===== src/rtl/mem_access_arbiter.sv =====
// ---------------------------------------------------------------------------
// mem_access_arbiter
//
// Shares the single unified instruction/data memory of the multicycle MIPS
// core between the core's memory stage (CPU) and the program loader / debug
// host (LDR). One access is in flight at a time:
//   IDLE   -> arbitrate, latch owner/we/addr/wdata
//   ACCESS -> mem_en on the first cycle, wait MEM_LATENCY cycles, capture data
//   RESP   -> one-cycle ack to the owner
// The CPU wins by default; the loader is forced through after STARVE_LIMIT
// consecutive CPU grants made while it was waiting.
//
// Optional build macro: MEM_ARB_ALIGN_CHECK_EN
//   Adds output cpu_err. A CPU request whose address is not word aligned skips
//   the memory entirely and is acknowledged with cpu_err=1 in its RESP cycle.
//
// Ports:
//   clk, rst                  clock (rising edge), asynchronous active-high reset
//   cpu_req/we/addr/wdata     CPU request, held until cpu_ack
//   cpu_rdata, cpu_ack        CPU read data (held until next CPU read), ack pulse
//   cpu_stall                 cpu_req && !cpu_ack, forced low during reset
//   ldr_req/we/addr/wdata     loader request, held until ldr_ack
//   ldr_rdata, ldr_ack        loader read data, ack pulse
//   mem_en, mem_we            memory strobe (one cycle per access), write enable
//   mem_addr, mem_wdata       latched address / write data (hold between accesses)
//   mem_rdata                 memory read data
//   busy                      high whenever the FSM is not IDLE
//   cpu_err                   (MEM_ARB_ALIGN_CHECK_EN only) misaligned CPU access
// ---------------------------------------------------------------------------
module mem_access_arbiter #(
  parameter int ADDR_WIDTH   = 32,
  parameter int DATA_WIDTH   = 32,
  parameter int MEM_LATENCY  = 1,
  parameter int STARVE_LIMIT = 4
) (
  input  logic                  clk,
  input  logic                  rst,
  input  logic                  cpu_req,
  input  logic                  cpu_we,
  input  logic [ADDR_WIDTH-1:0] cpu_addr,
  input  logic [DATA_WIDTH-1:0] cpu_wdata,
  output logic [DATA_WIDTH-1:0] cpu_rdata,
  output logic                  cpu_ack,
  output logic                  cpu_stall,
  input  logic                  ldr_req,
  input  logic                  ldr_we,
  input  logic [ADDR_WIDTH-1:0] ldr_addr,
  input  logic [DATA_WIDTH-1:0] ldr_wdata,
  output logic [DATA_WIDTH-1:0] ldr_rdata,
  output logic                  ldr_ack,
  output logic                  mem_en,
  output logic                  mem_we,
  output logic [ADDR_WIDTH-1:0] mem_addr,
  output logic [DATA_WIDTH-1:0] mem_wdata,
  input  logic [DATA_WIDTH-1:0] mem_rdata,
`ifdef MEM_ARB_ALIGN_CHECK_EN
  output logic                  cpu_err,
`endif
  output logic                  busy
);

  localparam int CNT_W = (MEM_LATENCY > 1) ? $clog2(MEM_LATENCY) : 1;
  localparam int STV_W = $clog2(STARVE_LIMIT + 1);
  localparam logic [CNT_W-1:0] LAST_WAIT  = CNT_W'(MEM_LATENCY - 1);
  localparam logic [STV_W-1:0] STARVE_MAX = STV_W'(STARVE_LIMIT);

  typedef enum logic [1:0] {
    ST_IDLE   = 2'd0,
    ST_ACCESS = 2'd1,
    ST_RESP   = 2'd2
  } state_t;

  state_t                state_q, state_d;
  logic                  owner_q, owner_d;   // 1 = loader owns the access
  logic                  we_q, we_d;
  logic [ADDR_WIDTH-1:0] addr_q, addr_d;
  logic [DATA_WIDTH-1:0] wdata_q, wdata_d;
  logic [CNT_W-1:0]      wait_q, wait_d;
  logic [STV_W-1:0]      starve_q, starve_d;
  logic [DATA_WIDTH-1:0] cpu_rdata_q, cpu_rdata_d;
  logic [DATA_WIDTH-1:0] ldr_rdata_q, ldr_rdata_d;
  logic                  ldr_win;
`ifdef MEM_ARB_ALIGN_CHECK_EN
  logic                  err_q, err_d;
`endif

  always_comb begin
    state_d     = state_q;
    owner_d     = owner_q;
    we_d        = we_q;
    addr_d      = addr_q;
    wdata_d     = wdata_q;
    wait_d      = wait_q;
    starve_d    = starve_q;
    cpu_rdata_d = cpu_rdata_q;
    ldr_rdata_d = ldr_rdata_q;
`ifdef MEM_ARB_ALIGN_CHECK_EN
    err_d       = 1'b0;
`endif
    // Loader wins only when alone, or when the CPU has starved it long enough.
    ldr_win = ldr_req && (!cpu_req || (starve_q == STARVE_MAX));

    case (state_q)
      ST_IDLE: begin
        if (cpu_req || ldr_req) begin
          owner_d = ldr_win;
          we_d    = ldr_win ? ldr_we    : cpu_we;
          addr_d  = ldr_win ? ldr_addr  : cpu_addr;
          wdata_d = ldr_win ? ldr_wdata : cpu_wdata;
          wait_d  = '0;
          state_d = ST_ACCESS;
          if (ldr_win) begin
            starve_d = '0;
          end else if (ldr_req && (starve_q != STARVE_MAX)) begin
            starve_d = starve_q + STV_W'(1);
          end
`ifdef MEM_ARB_ALIGN_CHECK_EN
          // Misaligned CPU access never reaches memory; answer it with an error.
          if (!ldr_win && (cpu_addr[1:0] != 2'b00)) begin
            state_d = ST_RESP;
            err_d   = 1'b1;
          end
`endif
        end
      end

      ST_ACCESS: begin
        if (wait_q == LAST_WAIT) begin
          if (!we_q) begin
            if (owner_q) ldr_rdata_d = mem_rdata;
            else         cpu_rdata_d = mem_rdata;
          end
          state_d = ST_RESP;
        end else begin
          wait_d = wait_q + CNT_W'(1);
        end
      end

      ST_RESP: begin
        state_d = ST_IDLE;
      end

      default: begin
        state_d = ST_IDLE;
      end
    endcase
  end

  always_ff @(posedge clk or posedge rst) begin
    if (rst) begin
      state_q     <= ST_IDLE;
      owner_q     <= 1'b0;
      we_q        <= 1'b0;
      addr_q      <= '0;
      wdata_q     <= '0;
      wait_q      <= '0;
      starve_q    <= '0;
      cpu_rdata_q <= '0;
      ldr_rdata_q <= '0;
`ifdef MEM_ARB_ALIGN_CHECK_EN
      err_q       <= 1'b0;
`endif
    end else begin
      state_q     <= state_d;
      owner_q     <= owner_d;
      we_q        <= we_d;
      addr_q      <= addr_d;
      wdata_q     <= wdata_d;
      wait_q      <= wait_d;
      starve_q    <= starve_d;
      cpu_rdata_q <= cpu_rdata_d;
      ldr_rdata_q <= ldr_rdata_d;
`ifdef MEM_ARB_ALIGN_CHECK_EN
      err_q       <= err_d;
`endif
    end
  end

  // The strobe is the first ACCESS cycle only; the counter is still zero there.
  assign mem_en    = (state_q == ST_ACCESS) && (wait_q == '0);
  assign mem_we    = mem_en && we_q;
  assign mem_addr  = addr_q;
  assign mem_wdata = wdata_q;
  assign cpu_ack   = (state_q == ST_RESP) && !owner_q;
  assign ldr_ack   = (state_q == ST_RESP) && owner_q;
  assign cpu_rdata = cpu_rdata_q;
  assign ldr_rdata = ldr_rdata_q;
  assign busy      = (state_q != ST_IDLE);
  assign cpu_stall = !rst && cpu_req && !cpu_ack;
`ifdef MEM_ARB_ALIGN_CHECK_EN
  assign cpu_err   = err_q;
`endif

endmodule


===== config.mk =====
export PLATFORM = sky130hd
export DESIGN_NAME = mem_access_arbiter
export DESIGN_NICKNAME = d
export VERILOG_FILES = /design/src/rtl/mem_access_arbiter.sv
export SDC_FILE = /design/constraint.sdc
export NUM_CORES = 1
export LEC_CHECK = 0
export ABC_AREA = 1
export CAP_MARGIN = 20
export CORE_MARGIN = 2
export CORE_UTILIZATION = 42
export CTS_BUF_LIST = sky130_fd_sc_hd__clkbuf_16
export CTS_CLUSTER_DIAMETER = 120
export DETAILED_ROUTE_END_ITERATION = 10
export GPL_TIMING_DRIVEN = 0
export HOLD_SLACK_MARGIN = 0.06
export PLACE_DENSITY = 0.9
export SLEW_MARGIN = 0
export SYNTH_ARGS = -nofsm -noshare
export SYNTH_HDL_FRONTEND = slang
export SYNTH_SLANG_ARGS = --single-unit

===== constraint.sdc =====
create_clock -name clk -period 6.85 [get_ports clk]
set_input_delay 1.37 -clock clk [delete_from_list [all_inputs] [get_ports clk]]
set_output_delay 1.37 -clock clk [all_outputs]
set_load 0.02 [all_outputs]

* Word level (Yosys, flattened, before mapping)
Index checks and enable logic that the tools add are counted.
** Storage, ports and cells
- Bits in registers :: 136
- Bits of input ports :: 166
- Logic and storage cells :: 55
** Cells by class
- Add/subtract/negate cells :: 2
- Eq/ne operators :: 6
- Multiplexer cells :: 11
- Bitwise logic cells :: 3
- Reduce and logical (&&, ||, !) cells :: 24
** Operators by type and width (count)
- $mux W32 :: 2
- $logic_and A1 B1 Y1 :: 8
- $reduce_and A4 Y1 :: 2
- $mux W3 :: 2
- $reduce_and A2 Y1 :: 3
- $reduce_bool A2 Y1 :: 3
- $logic_not A1 Y1 :: 4
- $mux W2 :: 2
- $ne A2 B2 Y1 const B :: 2
- $pmux W2 S2 :: 1
- $add A3 B1 Y3 const B :: 1
- $eq A3 B3 Y1 const B :: 1
- $mux W1 :: 3
- $ne A3 B3 Y1 const B :: 1
- $not A1 Y1 :: 3
- $reduce_and A3 Y1 :: 1
- $eq A2 B1 Y1 const B :: 1
- $eq A2 B2 Y1 const B :: 1
- $logic_not A2 Y1 :: 1
- $logic_or A1 B1 Y1 :: 2
- $pmux W1 S2 :: 1
- $add A1 B1 Y1 const B :: 1

* Depth between registers and ports, before layout
Gate-level depths: netlist of the first run.
- Depth in word-level cells :: 5
- Mapped depth :: 10

* Worst setup path before layout of the first run
OpenSTA, ideal clock, no wires.
- Path type :: input to output
- Start :: input port rst
- End :: output port cpu_stall
- Data arrival time :: 4633 ps
- Data required time :: 5480 ps
- Slack :: 847 ps
- Stages :: 3
- Buffers on the path :: 0
- Path through :: inv_1 > nand3_1 > inv_1
** Between the ends
- Longest elaborated chain between the ends :: 3
** Ends and longest elaborated chain
- start, declared :: line 37 : input logic rst,
- $logic_not A1 Y1 :: line 189 : assign cpu_stall = !rst && cpu_req && !cpu_ack;
- $logic_and A1 B1 Y1 (2 in a row) :: line 189
- end, declared :: line 44 : output logic cpu_stall,
Every way passes these cells.

* Worst setup path in the final report of the first run
Ends and elaborated chain as after synthesis.

==> qor.csv, run 1 <==
metric,value,unit
number of port buffers,299,
hold_buf cts,0,
htree depth,4,
Crit Path Category,primary input to output pin,
worst reg2reg endpoint,mem_wdata[19],
area of all sequential standard cells,3380,um^2
f_max,222,MHz
largest family of logic cells by synthesized area,simple AND/OR/NAND/NOR gates,
dpl cell area,9670,um^2
CP most frequent cell,clkdlybuf4s50_1,
Crit Path Max Fanout,61,
initial antenna violation count,0,
die height,128,um
Setup Buffers After CTS,0,
Pwr Total,4.77,mW
Hold WC Path Type,register to register,
post-route minimum period,4490,ps
post-synthesis cell area,6410,um^2
Util after Layout,0.683,
routed len/inst,15.3,um
Hold Path Origin,mem_addr[10],
final setup fails,0,
Synth Area in Adders,0.00390,
Worst-Skew Late Latency,410,ps
Post-CTS Resized,0,
cells after synthesis,836,
drt first pass iters,5,
Crit. End Element,output pin,
WP buf/inv,4,
post-synthesis cell type count,18,
synthesized flop and latch total,135,
footprint of the multi-input gates,2110,um^2
Root Driver,clkbuf_16,
largest stage delay on the critical path,600,ps
Post-route DRC,0,
die area,16300,um^2
family with the most delay on the worst path,buffers and inverters,
Filler cells,1133,
measured slew at the worst slew-check pin,595,ps
vias in the first global route,6582,
Finished Layout Cells,1356,
Slew headroom,0.603,
CP Data Arrival Time,3120,ps
CTS tree,yes,
Synth area leaders,"dfrtp_1, nand2_1, nand3_1, inv_1, o21ai_1",
Clock Path Buffers,2,
Die Wd,128,um
Worst VDD drop,230,uV
"area leader, netlist",dfrtp_1,
vias per cell,4.88,
setup tns final,0,ps
Crit-path slowest cell,clkdlybuf4s50_1,
max-slew violation count,0,
Final period util,0.656,
PwrDens,464,nW/um^2
hpwl dp,15700,um
"Net Count, Synth",1004,
Post-Synth Simple-Gate Area,0.270,
fin area,10300,um^2
via count,6612,
WL final,20700,um
GP Congestion,0.832,
startpoint types,primary input,
area share of the largest cell type after synthesis,0.527,
syn_area_per_cell,7.67,um^2
Placed Instances,1324,
Nets,1323,
"Reg clk slew, reported paths",60,ps
n_diodes,0,
Synth warnings,0,
pre-CTS setup slack,2310,ps
core region area,15000,um^2
layout cells sized above 1,0.0693,
Initial Utilization,0.426,
Worst Hold Depth,2,
CTS Sinks,135,
P_leak,5.36,nW
CP required,5480,ps
register area share after synthesis,0.527,
Placement Rows,45,
worst hold slack,478,ps
final hold vios,0,
CP cell instances,clkdlybuf4s50_1 > inv_6 > nand3_1 > inv_1 > clkdlybuf4s50_1,
mux share of post-synthesis cell area,0,
"most common cell after layout, fill and taps aside",clkdlybuf4s50_1,
Final WS setup,2360,ps
FF-to-FF path depth,10,
MaxCap Viol Count,0,
unrepaired setup endpoints after global routing,false,
DRT iter0 DRCs,349,
Layout area overhead,60.1,%
xor/xnor cell area share of the yosys netlist,0.00137,
most frequent cells in the layout,"clkdlybuf4s50_1, nand2_1, inv_1, dfrtp_1, nand3_1",
outcome,finished clean,
"Remaining Overflow, GRT",0,
Hold EP,mem_addr[10],
io pins,300,
Critical R2R Launch,starve_q[0],
skew final,7.67,ps
Final ANT Viol Nets,0,
CTS buffer count,17,
largest net degree at the start of global routing,77,
global-route wire length before repair,33000,um
flop-to-flop setup slack,5110,ps
all-layer global routing usage,0.259,
compound-gate portion of the synthesized area,0.0537,
[worst register-to-register path, cell delays in order (launching register included)]
cell,delay (ps)
dfrtp_1,350
inv_1,70
ha_1,200
nand2_1,50
nand2_1,90
nand2_1,160
buf_4,220
buf_2,270
nand2_1,90
nand3_1,80
nand2_1,50
[power by group]
part           leakage, nW  total, mW  internal [mW]  switching [mW]
clock network        0.289      0.925          0.545           0.379
logic                 3.43       2.40           1.07            1.33
registers             1.65       1.44           1.20           0.238
total                 5.36       4.77           2.82            1.95
[per-layer routing]
metal,vias to the layer above,part of all wire,GRT usage
met5,-,0,0
met4,0,0.026,0.0924
li1,3169,-,-
met1,3075,0.38,0.299
met2,328,0.50,0.451
met3,40,0.091,0.0850
[sequential cells by signal (all words and copies together), names as in the netlist]
name	count
state_q	2
mem_wdata	32
we_q	1
owner_q	1
mem_addr	32
starve_q	3
cpu_rdata	32
ldr_rdata	32
[cell usage after synthesis]
cell / n
nand2_1: 270
inv_1: 171
dfrtp_1: 135
nand3_1: 132
o21ai_1: 67
buf_2: 29
buf_4: 7
clkbuf_1: 6
buf_6: 5
nor2_1: 3
ha_1: 2
inv_2: 2
nand3_2: 2
nor2_2: 1
nor2_4: 1
nor3_1: 1
o21ai_2: 1
xor2_1: 1
[cells by family (layout without fill, tap and decap cells)]
logic type,after synthesis,count (layout)
AO/OA/AOI/OAI,68,68
XOR/XNOR,1,1
adder cells (fa/ha/maj),2,2
buffers and inverters,220,552
flip-flops,135,135
AND/OR/NAND/NOR,410,410
[worst max path at each step]
stage	to	slack, ps	depth (start not counted)	startpoint
after floorplan	cpu_stall	850	3	rst
after global placement	cpu_stall	-1160	5	rst
after detailed placement	cpu_stall	2310	5	rst
after CTS	cpu_stall	2310	5	rst
after global routing	cpu_stall	2190	5	rst
final	cpu_stall	2360	5	rst
[cell type report]
type,instances,area share
tap,188,0.0229
clock inverter,15,0.0162
buffer,47,0.0269
timing repair buffer,300,0.294
inverter,173,0.0638
multi-input combinational,481,0.205
sequential,135,0.329
clock buffer,17,0.0415
Power figures use the tool's default switching activity.
==> run 2: changes to the inputs <==
- clock period: 6.85 -> 4.25 ns (I/O delays scaled with it)
==> run 2 against run 1 <==
Net effect:
- setup slack worse by 1700 ps
- sequential power increased by 61%
- first-iteration DRC count is 17% higher
- combinational power grew 62%
- clock skew up 8.1 ps
==> qor.csv, run 2 (synthesis gave the netlist of run 1 again) <==
metric,value,unit
n_diodes,0,
Hold Path Origin,mem_addr[1],
hpwl dp,15600,um
f_max,278,MHz
flop-to-flop setup slack,2510,ps
Crit Path Category,primary input to output pin,
Nets,1325,
most frequent cells in the layout,"clkdlybuf4s50_1, nand2_1, inv_1, dfrtp_1, nand3_1",
Finished Layout Cells,1357,
hold_buf cts,0,
outcome,finished clean,
vias per cell,4.89,
dpl cell area,9700,um^2
Layout area overhead,60.4,%
routed len/inst,15.2,um
GP Congestion,0.877,
vias in the first global route,6478,
core region area,15000,um^2
P_leak,5.37,nW
post-route minimum period,3590,ps
startpoint types,primary input,
"Remaining Overflow, GRT",0,
CTS tree,yes,
worst reg2reg endpoint,we_q,
CP cell instances,clkdlybuf4s50_1 > clkinvlp_4 > buf_12 > nand3_1 > inv_1 > clkdlybuf4s50_1,
Placement Rows,45,
unrepaired setup endpoints after global routing,false,
DRT iter0 DRCs,408,
WL final,20600,um
Die Wd,128,um
Worst Hold Depth,2,
Clock Path Buffers,2,
"Reg clk slew, reported paths",60,ps
MaxCap Viol Count,0,
Hold WC Path Type,register to register,
largest net degree at the start of global routing,45,
initial antenna violation count,0,
Final ANT Viol Nets,0,
Critical R2R Launch,starve_q[0],
CTS buffer count,17,
htree depth,4,
drt first pass iters,5,
Pwr Total,7.63,mW
Setup Buffers After CTS,0,
fin area,10300,um^2
global-route wire length before repair,32100,um
Post-route DRC,0,
via count,6642,
number of port buffers,299,
skew final,15.8,ps
Worst VDD drop,358,uV
"most common cell after layout, fill and taps aside",clkdlybuf4s50_1,
Root Driver,clkbuf_16,
layout cells sized above 1,0.0710,
CP most frequent cell,clkdlybuf4s50_1,
die area,16300,um^2
Post-CTS Resized,0,
Final period util,0.845,
Placed Instances,1326,
CP Data Arrival Time,2740,ps
footprint of the multi-input gates,2110,um^2
max-slew violation count,0,
Worst-Skew Late Latency,410,ps
largest stage delay on the critical path,540,ps
final hold vios,0,
all-layer global routing usage,0.253,
measured slew at the worst slew-check pin,610,ps
Crit Path Max Fanout,44,
Initial Utilization,0.426,
area of all sequential standard cells,3380,um^2
Hold EP,mem_addr[1],
io pins,300,
PwrDens,742,nW/um^2
CP required,3400,ps
CTS Sinks,135,
Filler cells,1131,
Crit-path slowest cell,clkdlybuf4s50_1,
final setup fails,0,
setup tns final,0,ps
Slew headroom,0.593,
Crit. End Element,output pin,
die height,128,um
FF-to-FF path depth,10,
## run 2: changes by cell type in the layout (fill, tap and decap cells not counted), sizes merged
cell	delta
inv	-6
clkinvlp	+2
buf	+2
clkinv	+3
## run 2: worst max-delay path: cells and delay by family
kind | cells | cell delay [ps]
buffers and inverters | 5 | 1730
AND/OR/NAND/NOR | 1 | 140
## run 2: per-stage QoR
| stage | worst slack (ps) | hold WS (ps) | utilization |
|---|---|---|---|
| after floorplan | 166 | 449 | - |
| after global placement | -1780 | 462 | 0.641 |
| after detailed placement | 612 | 464 | 0.645 |
| after CTS | 595 | 481 | 0.684 |
| after global routing | 495 | 502 | 0.684 |
| final | 658 | 477 | 0.684 |
## run 2: worst max path at each step
stage | cells after the start | end | slack [ps] | start
finish | 6 | cpu_stall | 660 | rst
global route | 6 | cpu_stall | 490 | rst
CTS | 6 | cpu_stall | 600 | rst
detailed placement | 6 | cpu_stall | 610 | rst
global placement | 5 | cpu_stall | -1780 | rst
floorplan | 3 | cpu_stall | 170 | rst
## run 2: report_power, final
group	total, mW	switching (mW)	internal (mW)	leakage, nW
clock	1.43	0.569	0.864	0.279
combinational	3.88	2.14	1.73	3.44
sequential	2.32	0.380	1.94	1.65
## run 2: layout make-up
cell class / count / area share
inverter: 173 / 0.0635
clock inverter: 14 / 0.0147
buffer: 47 / 0.0269
tap: 188 / 0.0229
clock buffer: 17 / 0.0414
sequential: 135 / 0.329
timing repair buffer: 302 / 0.297
multi-input combinational: 481 / 0.205
## run 2: per-layer routing
layer,routed length (um),part of all wire,vias up,track usage
met3,1730,0.084,50,0.0724
met1,8060,0.39,3066,0.299
met2,10100,0.49,353,0.432
met4,657,0.032,0,0.105
li1,-,-,3173,-
met5,0,0,-,0
==> run 3: changes to the inputs <==
- CORE_UTILIZATION: 42 -> 38
- PLACE_DENSITY: 0.9 -> 0.86
- clock period: 4.25 -> 3.21 ns (I/O delays scaled with it)
==> run 3 against run 2 <==
Net effect:
- flip-flop and latch count stayed put
- count of clock-buffer cells in the layout unchanged
- die area is 10% higher
- non-clock buffer count is 1 higher
- critical path type unchanged
- cell count is 2.5% higher
- largest power group unchanged
- critical endpoint unchanged
- clock power grew 38%
- register-to-register slack got worse by 1000 ps
- sequential share of layout area down 0.21 points
- critical path depth unchanged
- clock skew shrank 8.8 ps
- total power up 33%
- combinational power increased by 31%
==> qor.csv, run 3 (synthesis gave the netlist of run 1 again) <==
metric,value,unit
setup tns final,0,ps
Pwr Total,10.1,mW
PwrDens,981,nW/um^2
CP most frequent cell,clkdlybuf4s50_1,
CTS tree,yes,
drt first pass iters,5,
worst hold slack,478,ps
all-layer global routing usage,0.236,
GP Congestion,0.833,
CP cell instances,clkdlybuf4s50_1 > clkinvlp_4 > buf_12 > nand3_1 > inv_1 > clkdlybuf4s50_1,
WL final,20800,um
Finished Layout Cells,1391,
family with the most delay on the worst path,buffers and inverters,
outcome,finished clean,
die height,134,um
Crit-path slowest cell,clkdlybuf4s50_1,
hpwl dp,16000,um
max-slew violation count,0,
Nets,1326,
measured slew at the worst slew-check pin,558,ps
Layout area overhead,61.4,%
Root Driver,clkbuf_16,
Worst-Skew Late Latency,420,ps
"Remaining Overflow, GRT",0,
CP required,2570,ps
P_leak,5.37,nW
global-route wire length before repair,33300,um
htree depth,4,
largest net degree at the start of global routing,43,
Placement Rows,47,
core region area,16500,um^2
WP buf/inv,5,
vias per cell,4.68,
unrepaired setup endpoints after global routing,false,
Worst VDD drop,519,uV
"Reg clk slew, reported paths",60,ps
CTS Sinks,135,
Final period util,0.901,
n_diodes,0,
vias in the first global route,6621,
Util after Layout,0.626,
Post-CTS Resized,0,
number of port buffers,299,
startpoint types,primary input,
routed len/inst,15.0,um
Setup Buffers After CTS,1,
f_max,346,MHz
Critical R2R Launch,starve_q[0],
die area,17900,um^2
Die Wd,134,um
final setup fails,0,
skew final,7.01,ps
flop-to-flop setup slack,1480,ps
initial antenna violation count,0,
most frequent cells in the layout,"clkdlybuf4s50_1, nand2_1, inv_1, dfrtp_1, nand3_1",
Placed Instances,1358,
Crit Path Category,primary input to output pin,
Crit. End Element,output pin,
crit path from,rst,
MaxCap Viol Count,0,
final hold vios,0,
Hold Path Origin,mem_wdata[6],
Crit Path Max Fanout,41,
hold_buf cts,0,
Slew headroom,0.628,
Clock Path Buffers,2,
CP Data Arrival Time,2250,ps
DRT iter0 DRCs,227,
"most common cell after layout, fill and taps aside",clkdlybuf4s50_1,
io pins,300,
Initial Utilization,0.388,
Final ANT Viol Nets,0,
layout cells sized above 1,0.0717,
CTS buffer count,17,
Post-route DRC,0,
Hold WC Path Type,register to register,
via count,6511,
largest stage delay on the critical path,620,ps
post-route minimum period,2890,ps
-- run 3: changes by cell type in the layout (fill, tap and decap cells not counted), sizes merged --
cell / change
clkinv: -7
clkinvlp: +2
inv: +6
buf: +1
-- run 3: routing by layer --
layer	routed length, um	global-route usage	up-vias
li1	-	-	3174
met1	8050	0.272	3018
met2	10200	0.411	278
met3	1950	0.0752	41
met4	565	0.0904	0
met5	0	0	-
-- run 3: path summary, 6_finish.rpt --
kind                            endpoint  cells after the start
max                            cpu_stall                      6
min                         mem_wdata[6]                      2
max reg2reg                         we_q                     10
min reg2reg                 mem_wdata[6]                      2
max in group asynchronous  mem_wdata[12]                      5
min in group asynchronous   mem_addr[10]                      3
-- run 3: through the flow --
step	setup slack, ps	instance area, um^2
2_1_floorplan	-458	6410
3_3_place_gp	-2240	9680
3_5_place_dp	5.46	9740
4_1_cts	297	10300
5_1_grt	236	10300
6_report	317	10300
-- run 3: power breakdown --
part / switching (mW) / internal [mW] / total (mW)
sequential: 0.508 / 2.56 / 3.07
combinational: 2.80 / 2.30 / 5.10
clock: 0.812 / 1.16 / 1.98
-- run 3: tightest hold or removal path, stage by stage, from the launching register on --
cell,delay (ps)
dfrtp_1,340
nand2_1,50
nand2_1,50
-- run 3: area by class of cell --
class	count	area [um^2]
Fill cell	1390	6180
Sequential cell	135	3380
Timing Repair Buffer	303	3060
Multi-Input combinational cell	481	2110
Inverter	173	653
Clock buffer	17	425
Buffer	47	277
Tap cell	220	275
Clock inverter	15	169
